[config.mk]
export PLATFORM = sky130hd
export DESIGN_NAME = ghost_motion_executor
export DESIGN_NICKNAME = d
export VERILOG_FILES = /design/src/rtl/ghost_motion_executor.sv
export SDC_FILE = /design/constraint.sdc
export NUM_CORES = 1
export LEC_CHECK = 0
export BUFFER_PORTS_ARGS = -buffer_cell sky130_fd_sc_hd__buf_2
export CAP_MARGIN = 10
export CORE_AREA = 2 2 100 102
export DETAILED_ROUTE_END_ITERATION = 12
export DIE_AREA = 0 0 102 104
export RECOVER_POWER = 50
export SETUP_SLACK_MARGIN = 0.2
export SYNTH_ARGS = -nofsm -noshare
export SYNTH_HDL_FRONTEND = slang
export SYNTH_SLANG_ARGS = --single-unit
export TNS_END_PERCENT = 1
[constraint.sdc]
create_clock -name clk -period 10.51 [get_ports clk]
set_input_delay 1.051 -clock clk [delete_from_list [all_inputs] [get_ports clk]]
set_output_delay 1.051 -clock clk [all_outputs]
set_load 0.01 [all_outputs]
[src/rtl/ghost_motion_executor.sv]
// Per-ghost motion executor: turns the one-hot direction from ghost_control into
// pixel steps on the tile grid, with start delay, freeze, respawn and tunnel wrap.
module ghost_motion_executor #(
    parameter logic [10:0] HOME_X      = 11'd320,
    parameter logic [9:0]  HOME_Y      = 10'd240,
    parameter int unsigned TILE        = 16,
    parameter int unsigned STEP        = 2,
    parameter int unsigned START_DELAY = 60,
    parameter logic [10:0] X_MIN       = 11'd0,
    parameter logic [10:0] X_MAX       = 11'd624
) (
    input  logic        clk,
    input  logic        reset,
    input  logic        step_en,
    input  logic [3:0]  move_direction,
    input  logic [3:0]  valid_moves,
    input  logic        freeze,
    input  logic        respawn,
    output logic [10:0] ghost_pos_x,
    output logic [9:0]  ghost_pos_y,
    output logic [3:0]  prev_direction,
    output logic        moving,
    output logic        tile_done
);

    localparam int unsigned StepsPerTile = TILE / STEP;
    localparam int unsigned StepW        = $clog2(StepsPerTile) + 1;
    localparam int unsigned DelayW       = $clog2(START_DELAY) + 1;
    localparam logic [10:0] StepX        = 11'(STEP);
    localparam logic [9:0]  StepY        = 10'(STEP);
    localparam logic [3:0]  DirRight     = 4'b0001;
    localparam logic [3:0]  DirUp        = 4'b0010;
    localparam logic [3:0]  DirDown      = 4'b0100;
    localparam logic [3:0]  DirLeft      = 4'b1000;

    typedef enum logic [1:0] {StHome, StAligned, StMoving} state_e;

    state_e              state_q, state_d;
    logic [10:0]         pos_x_q, pos_x_d, step_x;
    logic [9:0]          pos_y_q, pos_y_d, step_y;
    logic [3:0]          prev_q, prev_d, step_dir;
    logic [StepW-1:0]    step_cnt_q, step_cnt_d;
    logic [DelayW-1:0]   delay_cnt_q, delay_cnt_d;
    logic                tile_done_q, tile_done_d;
    logic                legal;

    assign legal = $onehot(move_direction) && (|(move_direction & valid_moves));

    // In ALIGNED the candidate move comes from the input; mid-tile it is locked to prev.
    assign step_dir = (state_q == StAligned) ? move_direction : prev_q;

    always_comb begin
        step_x = pos_x_q;
        step_y = pos_y_q;
        case (step_dir)
            DirRight: step_x = pos_x_q + StepX;
            DirLeft:  step_x = pos_x_q - StepX;
            DirDown:  step_y = pos_y_q + StepY;
            DirUp:    step_y = pos_y_q - StepY;
            default: ;
        endcase
    end

    always_comb begin
        state_d     = state_q;
        pos_x_d     = pos_x_q;
        pos_y_d     = pos_y_q;
        prev_d      = prev_q;
        step_cnt_d  = step_cnt_q;
        delay_cnt_d = delay_cnt_q;
        tile_done_d = 1'b0;

        if (!freeze && step_en) begin
            unique case (state_q)
                StHome: begin
                    if (delay_cnt_q == DelayW'(START_DELAY - 1)) begin
                        delay_cnt_d = '0;
                        state_d     = StAligned;
                    end else begin
                        delay_cnt_d = delay_cnt_q + 1'b1;
                    end
                end
                StAligned: begin
                    if (legal) begin
                        prev_d = move_direction;
                        if (move_direction == DirLeft && pos_x_q == X_MIN) begin
                            pos_x_d     = X_MAX;
                            tile_done_d = 1'b1;
                        end else if (move_direction == DirRight && pos_x_q == X_MAX) begin
                            pos_x_d     = X_MIN;
                            tile_done_d = 1'b1;
                        end else begin
                            pos_x_d    = step_x;
                            pos_y_d    = step_y;
                            step_cnt_d = StepW'(1);
                            state_d    = StMoving;
                        end
                    end
                end
                StMoving: begin
                    pos_x_d = step_x;
                    pos_y_d = step_y;
                    if (step_cnt_q == StepW'(StepsPerTile - 1)) begin
                        step_cnt_d  = '0;
                        tile_done_d = 1'b1;
                        state_d     = StAligned;
                    end else begin
                        step_cnt_d = step_cnt_q + 1'b1;
                    end
                end
                default: state_d = StHome;
            endcase
        end
    end

    always_ff @(posedge clk) begin
        if (reset || respawn) begin
            state_q     <= StHome;
            pos_x_q     <= HOME_X;
            pos_y_q     <= HOME_Y;
            prev_q      <= 4'b0000;
            step_cnt_q  <= '0;
            delay_cnt_q <= '0;
            tile_done_q <= 1'b0;
        end else begin
            state_q     <= state_d;
            pos_x_q     <= pos_x_d;
            pos_y_q     <= pos_y_d;
            prev_q      <= prev_d;
            step_cnt_q  <= step_cnt_d;
            delay_cnt_q <= delay_cnt_d;
            tile_done_q <= tile_done_d;
        end
    end

    assign ghost_pos_x    = pos_x_q;
    assign ghost_pos_y    = pos_y_q;
    assign prev_direction = prev_q;
    assign moving         = (state_q == StMoving);
    assign tile_done      = tile_done_q;

endmodule

==> results of run 1 <==
==> sequential cells by signal, summed over array words and instances (netlist names) <==
register,flops
ghost_pos_x,10
ghost_pos_y,9
delay_cnt_q,7
prev_direction,4
step_cnt_q,4
state_q,2
tile_done,1
==> final timing paths <==
| check | start | to | slack [ns] | cells past startpoint |
|---|---|---|---|---|
| hold / removal | delay_cnt_q[1] | delay_cnt_q[1] | 0.49 | 2 |
| hold reg to reg | delay_cnt_q[1] | delay_cnt_q[1] | 0.49 | 2 |
| setup / recovery | move_direction[0] | step_cnt_q[3] | 6.42 | 12 |
| setup reg to reg | state_q[1] | ghost_pos_y[9] | 7.04 | 12 |
==> worst max-delay path, cell delays in order <==
cell	delay, ns
buf_2	0.16
inv_1	0.10
fa_1	0.54
inv_1	0.04
ha_1	0.17
ha_1	0.26
or3b_4	0.41
a211oi_4	0.40
or2_1	0.39
nand2_4	0.11
or4_1	0.51
a21oi_1	0.16
==> metrics by stage <==
stage                     instance area [um2]  setup WS, ns
final                                    3160          6.42
after global routing                     3160          6.23
after CTS                                3190          6.42
after detailed placement                 3090          6.11
after global placement                   3090          6.25
after floorplan                          2820          6.48
==> Yosys cell counts (3+ instances only) <==
| cell type | instances |
|---|---|
| nor2_1 | 38 |
| dfxtp_1 | 37 |
| ha_1 | 25 |
| nand2_1 | 22 |
| inv_1 | 17 |
| xnor2_1 | 15 |
| a21oi_1 | 13 |
| o21ai_0 | 12 |
| nand3_1 | 11 |
| mux2i_1 | 10 |
| a211oi_1 | 9 |
| nor3_1 | 9 |
| and2_1 | 7 |
| nand4_1 | 7 |
| xor2_1 | 7 |
| buf_2 | 6 |
| o211ai_1 | 6 |
| or3_1 | 6 |
| clkbuf_1 | 5 |
| o21ai_1 | 5 |
| or4_1 | 5 |
| nor3b_1 | 4 |
| a21o_1 | 3 |
| a22oi_1 | 3 |
| fa_1 | 3 |
| nand2b_1 | 3 |
| nand3b_1 | 3 |
| nand4b_1 | 3 |
| nor2b_1 | 3 |
| nor4b_1 | 3 |
| o21a_1 | 3 |
==> area by class of cell <==
| cell class | instances | area, um2 |
|---|---|---|
| tap | 133 | 166 |
| sequential | 37 | 741 |
| multi-input combinational | 271 | 1940 |
| inverter | 17 | 63.8 |
| clock inverter | 2 | 13.8 |
| timing repair buffer | 37 | 155 |
| clock buffer | 6 | 82.6 |
| fill | 1060 | 6390 |
==> logic make-up (layout without fill, tap and decap cells) <==
kind of cell / after synthesis / in the layout / share of synthesized area, %
AOI/OAI and AO/OA: 73 / 73 / 18.4
muxes: 12 / 12 / 4.35
DFF: 37 / 37 / 26.3
adders and majority gates: 28 / 28 / 13.2
other: 1 / 2 / 0.133
xor gates and xnor gates: 22 / 22 / 6.84
and+or+nand+nor: 134 / 134 / 25.7
buffers and inverters: 32 / 62 / 5.06
==> power by group <==
group          total, mW  switching [mW]  internal, mW
sequential         0.140        0.000172         0.140
combinational     0.0172          0.0109       0.00631
clock              0.111          0.0576        0.0533
total              0.268          0.0686         0.200
==> per-layer routing <==
metal	part of all wire [%]	vias up	wire length [um]
li1	-	1284	-
met1	51	1170	3420
met2	44	44	2970
met3	3.5	11	234
met4	2.0	0	134
met5	0	-	0
==> summary.md, run 1 <==
| Metric | Value |
|---|---|
| Status | `finished clean` |
| Final Core Density | `33.1%` |
| Worst hold slack | `0.488 ns` |
| Area grow syn2layout | `12.2%` |
| Syn. warnings | `0` |
| Clk slew on worst S/H paths | `0.08 ns` |
| Asr flop ratio synth | `0%` |
| Routed Antenna Nets | `0` |
| Endpoints failing hold | `0` |
| GPL Wtd Cong | `0.893` |
| Initial antenna violation count | `0` |
| Met2 GRT Util | `19.4%` |
| Mapped cell area | `2820 um2` |
| Top cell type's share of synthesized area | `26.3%` |
| I/O Buffers | `37` |
| H-tree depth | `2` |
| Total CTS buffers | `5` |
| CORE AREA | `9550 um2` |
| # hold bufs at CTS | `0` |
| GRT busiest layer | `met2` |
| Worst skew pair latency | `0.30 ns` |
| Top FF cell, synth | `dfxtp_1` |
| Via density | `4.99` |
| Crit Path Class | `input port to flip-flop` |
| Post-CTS setup buffers | `0` |
| Crit path arrival time | `4.31 ns` |
| Clk sink count | `37` |
| CTS tree | `yes` |
| Syn_area_per_cell | `8.31 um2` |
| Most common cell after layout, fill and taps aside | `nor2_1` |
| Die area | `10,600 um2` |
| Final Non-Filler Cells | `503` |
| Number of synthesized flops with an enable pin | `0` |
| Vias | `2,509` |
| Cells after DPL | `495` |
| M1 GR Usage | `18.6%` |
| First-pass GRT wire length | `11,300 um` |
| Global-route track usage on met3 | `2.08%` |
| Antenna Cells | `0` |
| Unrepaired setup endpoints after global routing | `no` |
| Final critical-path share of the clock period | `38.9%` |
| Maxcap violations | `0` |
| Final WL | `6750 um` |
| Cts repair resizes | `0` |
| Slew @ Worst Pin | `0.969 ns` |
| Largest area contributor in the netlist | `dfxtp_1` |
| Fin crit period | `4.09 ns` |
| Gr ovfl total | `0` |
| Number of global-route vias before repair | `2,351` |
| Slew Limit Fails | `0` |
| Fmax | `245 MHz` |
| Cells after synthesis | `339` |
| Setup skew after layout | `0.00804 ns` |
| Setup Viol. Count Final | `0` |
| Hold crit path type | `flip-flop to flip-flop` |
| Die Span X | `102 um` |
| Sequential cell area fraction in the yosys report | `26.3%` |
| Worst EP required | `10.73 ns` |
| DR DRC count | `0` |
| Unique masters post-synth | `60` |
| Critical Path End Type | `flip-flop` |
| Total negative slack | `0 ns` |
| Critical Path Source Type | `input port` |
| # rows | `36` |
| Dominant cells by area after synthesis | `dfxtp_1 26%, ha_1 11%, nor2_1 5.1%` |
| Synthesized flop and latch total | `37` |
| Max VDD drop | `0.0497 mV` |
| Slew headroom | `35.2%` |
| Worst-path fanout max | `10` |
| Final nets | `410` |
| Leakage | `1.20 nW` |
| Commonest non-fill, non-tap cells in the layout | `38 x nor2_1, 37 x dfxtp_1, 25 x ha_1, 24 x clkbuf_1, 22 x nand2_1` |
| 1st-iter DRT viols | `149` |
| Power Total | `0.268 mW` |
| Largest net degree at the start of global routing | `21` |
| Initial Util | `29.5%` |
| Chip height | `104 um` |
| First-pass detailed-route iteration total | `4` |
| Max Root-Sink Buffers | `2` |
| Root buf cell | `clkbuf_8` |
| Proportion of layout cells with a drive suffix above 1 | `8.38%` |
| PD cells | `84.9 nW/um2` |
| All-Layer GR Usage | `13.0%` |
| I/O pin cnt | `40` |
| Post-DR wirelength/cell | `13.4 um` |
| Detailed placement HPWL | `5190 um` |
No activity file was read; power rests on OpenSTA's default activity.
==> run 2, diff against run 1 <==
==> constraint.sdc (replaced) <==
create_clock -name clk -period 4 [get_ports clk]
set_input_delay 0.4 -clock clk [delete_from_list [all_inputs] [get_ports clk]]
set_output_delay 0.4 -clock clk [all_outputs]
set_load 0.01 [all_outputs]
==> summary.md, run 2 (synthesized netlist as in run 1, its figures left out) <==
| Metric | Value |
|---|---|
| Worst EP required | `4.16 ns` |
| Antenna Cells | `0` |
| Final critical-path share of the clock period | `86.1%` |
| Die area | `10,600 um2` |
| Reg2reg end | `ghost_pos_y[9]` |
| Placement Cell Area | `3110 um2` |
| Filler cells | `1,046` |
| R2R setup slack | `0.55 ns` |
| Root buf cell | `clkbuf_8` |
| First-pass GRT wire length | `11,500 um` |
| Initial antenna violation count | `0` |
| Status | `finished clean` |
| Max VDD drop | `0.106 mV` |
| Maxcap violations | `0` |
| 1st-iter DRT viols | `120` |
| Clk sink count | `37` |
| Initial Util | `29.5%` |
| Commonest non-fill, non-tap cells in the layout | `38 x nor2_1, 37 x dfxtp_1, 25 x ha_1, 25 x clkbuf_1, 22 x nand2_1` |
| Hold path depth | `2` |
| Fin crit period | `3.45 ns` |
| Crit Path Class | `flip-flop to flip-flop` |
| Total negative slack | `0 ns` |
| Gr ovfl total | `0` |
| Total CTS buffers | `5` |
| Setup skew after layout | `0.00780 ns` |
| Unrepaired setup endpoints after global routing | `no` |
| CORE AREA | `9550 um2` |
| Die Span X | `102 um` |
| H-tree depth | `2` |
| # rows | `36` |
| Design area | `3150 um2` |
| Fmax | `290 MHz` |
| Chip height | `104 um` |
| Most common cell after layout, fill and taps aside | `nor2_1` |
| Slew headroom | `34.9%` |
| Leakage | `1.19 nW` |
| GPL Wtd Cong | `0.860` |
| First-pass detailed-route iteration total | `4` |
| Final nets | `412` |
| Slew @ Worst Pin | `0.973 ns` |
| Crit path arrival time | `3.60 ns` |
| Hold crit path type | `flip-flop to flip-flop` |
| All-Layer GR Usage | `13.3%` |
| I/O Buffers | `37` |
| CTS tree | `yes` |
| Min-delay src | `delay_cnt_q[1]` |
| Largest register FFs | `10` |
| Proportion of layout cells with a drive suffix above 1 | `8.11%` |
| Final Non-Filler Cells | `503` |
| Slew Limit Fails | `0` |
| I/O pin cnt | `40` |
| Post-DR wirelength/cell | `13.5 um` |
| # hold bufs at CTS | `0` |
| Worst hold slack | `0.486 ns` |
| Setup Viol. Count Final | `0` |
| Max Root-Sink Buffers | `2` |
| Vias | `2,551` |
| Cells after DPL | `497` |
| Endpoints failing hold | `0` |
| Largest net degree at the start of global routing | `21` |
| Area grow syn2layout | `11.8%` |
| Detailed placement HPWL | `5220 um` |
| Clk slew on worst S/H paths | `0.07 ns` |
| Cts repair resizes | `0` |
| DR DRC count | `0` |
| Critical Path Source Type | `flip-flop` |
| Critical Path End Type | `flip-flop` |
| Post-CTS setup buffers | `0` |
| Worst skew pair latency | `0.29 ns` |
| Worst-path fanout max | `15` |
| PD cells | `210 nW/um2` |
| Final WL | `6800 um` |
| Via density | `5.07` |
| R2r startpoint | `state_q[1]` |
| R2R cell count | `12` |
| Hold Path Sink | `delay_cnt_q[1]` |
| Number of global-route vias before repair | `2,513` |
| Routed Antenna Nets | `0` |
==> run 2: worst max path at each step <==
stage / start / endpoint / cells after the start
finish: state_q[1] / ghost_pos_y[9] / 12
global route: state_q[1] / ghost_pos_y[9] / 12
CTS: state_q[1] / ghost_pos_y[9] / 12
detailed placement: move_direction[0] / step_cnt_q[3] / 12
global placement: move_direction[0] / step_cnt_q[3] / 12
floorplan: move_direction[1] / step_cnt_q[3] / 13
==> run 2: critical path, cell delays in order, from the launching register on <==
cell,delay [ns]
dfxtp_1,0.38
inv_1,0.08
ha_1,0.39
nor3b_1,0.25
o22ai_1,0.40
inv_1,0.29
ha_1,0.43
nor2b_1,0.17
o21ai_0,0.12
a21o_1,0.21
a21o_1,0.19
a221oi_1,0.27
o311ai_1,0.13
==> run 2: cell type report <==
cell class              instances  area, um2  share of cell area, %
multi-input cells             271       1940                   61.5
flip-flops and latches         37        741                   23.5
repair buffers                 39        166                   5.28
well taps                     133        166                   5.28
clock buffers                   5       68.8                   2.19
inverters                      17       63.8                   2.03
clock inverters                 1       5.00                  0.159
==> run 2: metal layers <==
metal | share of wire [%] | up-vias | global-route usage (%) | wire (um)
met5 | 0 | - | 0 | 0
met4 | 2.7 | 0 | 5.81 | 187
met3 | 4.0 | 17 | 2.69 | 269
met2 | 45 | 55 | 20.7 | 3090
met1 | 48 | 1196 | 17.6 | 3260
li1 | - | 1283 | - | -
==> run 2: report_power, final <==
group          switching [mW]  total (mW)  internal, mW
registers            0.000413       0.369         0.368
clock network           0.133       0.248         0.115
logic                  0.0289      0.0457        0.0168
total                   0.162       0.662         0.500
==> run 2: metrics by stage <==
step	utilization (%)	total power, mW	setup slack, ns
after floorplan	-	0.410	0.622
after global placement	32.6	0.423	0.560
after detailed placement	32.6	0.423	0.479
after CTS	33.3	0.670	0.580
after global routing	33.0	0.689	0.252
final	33.0	0.662	0.555
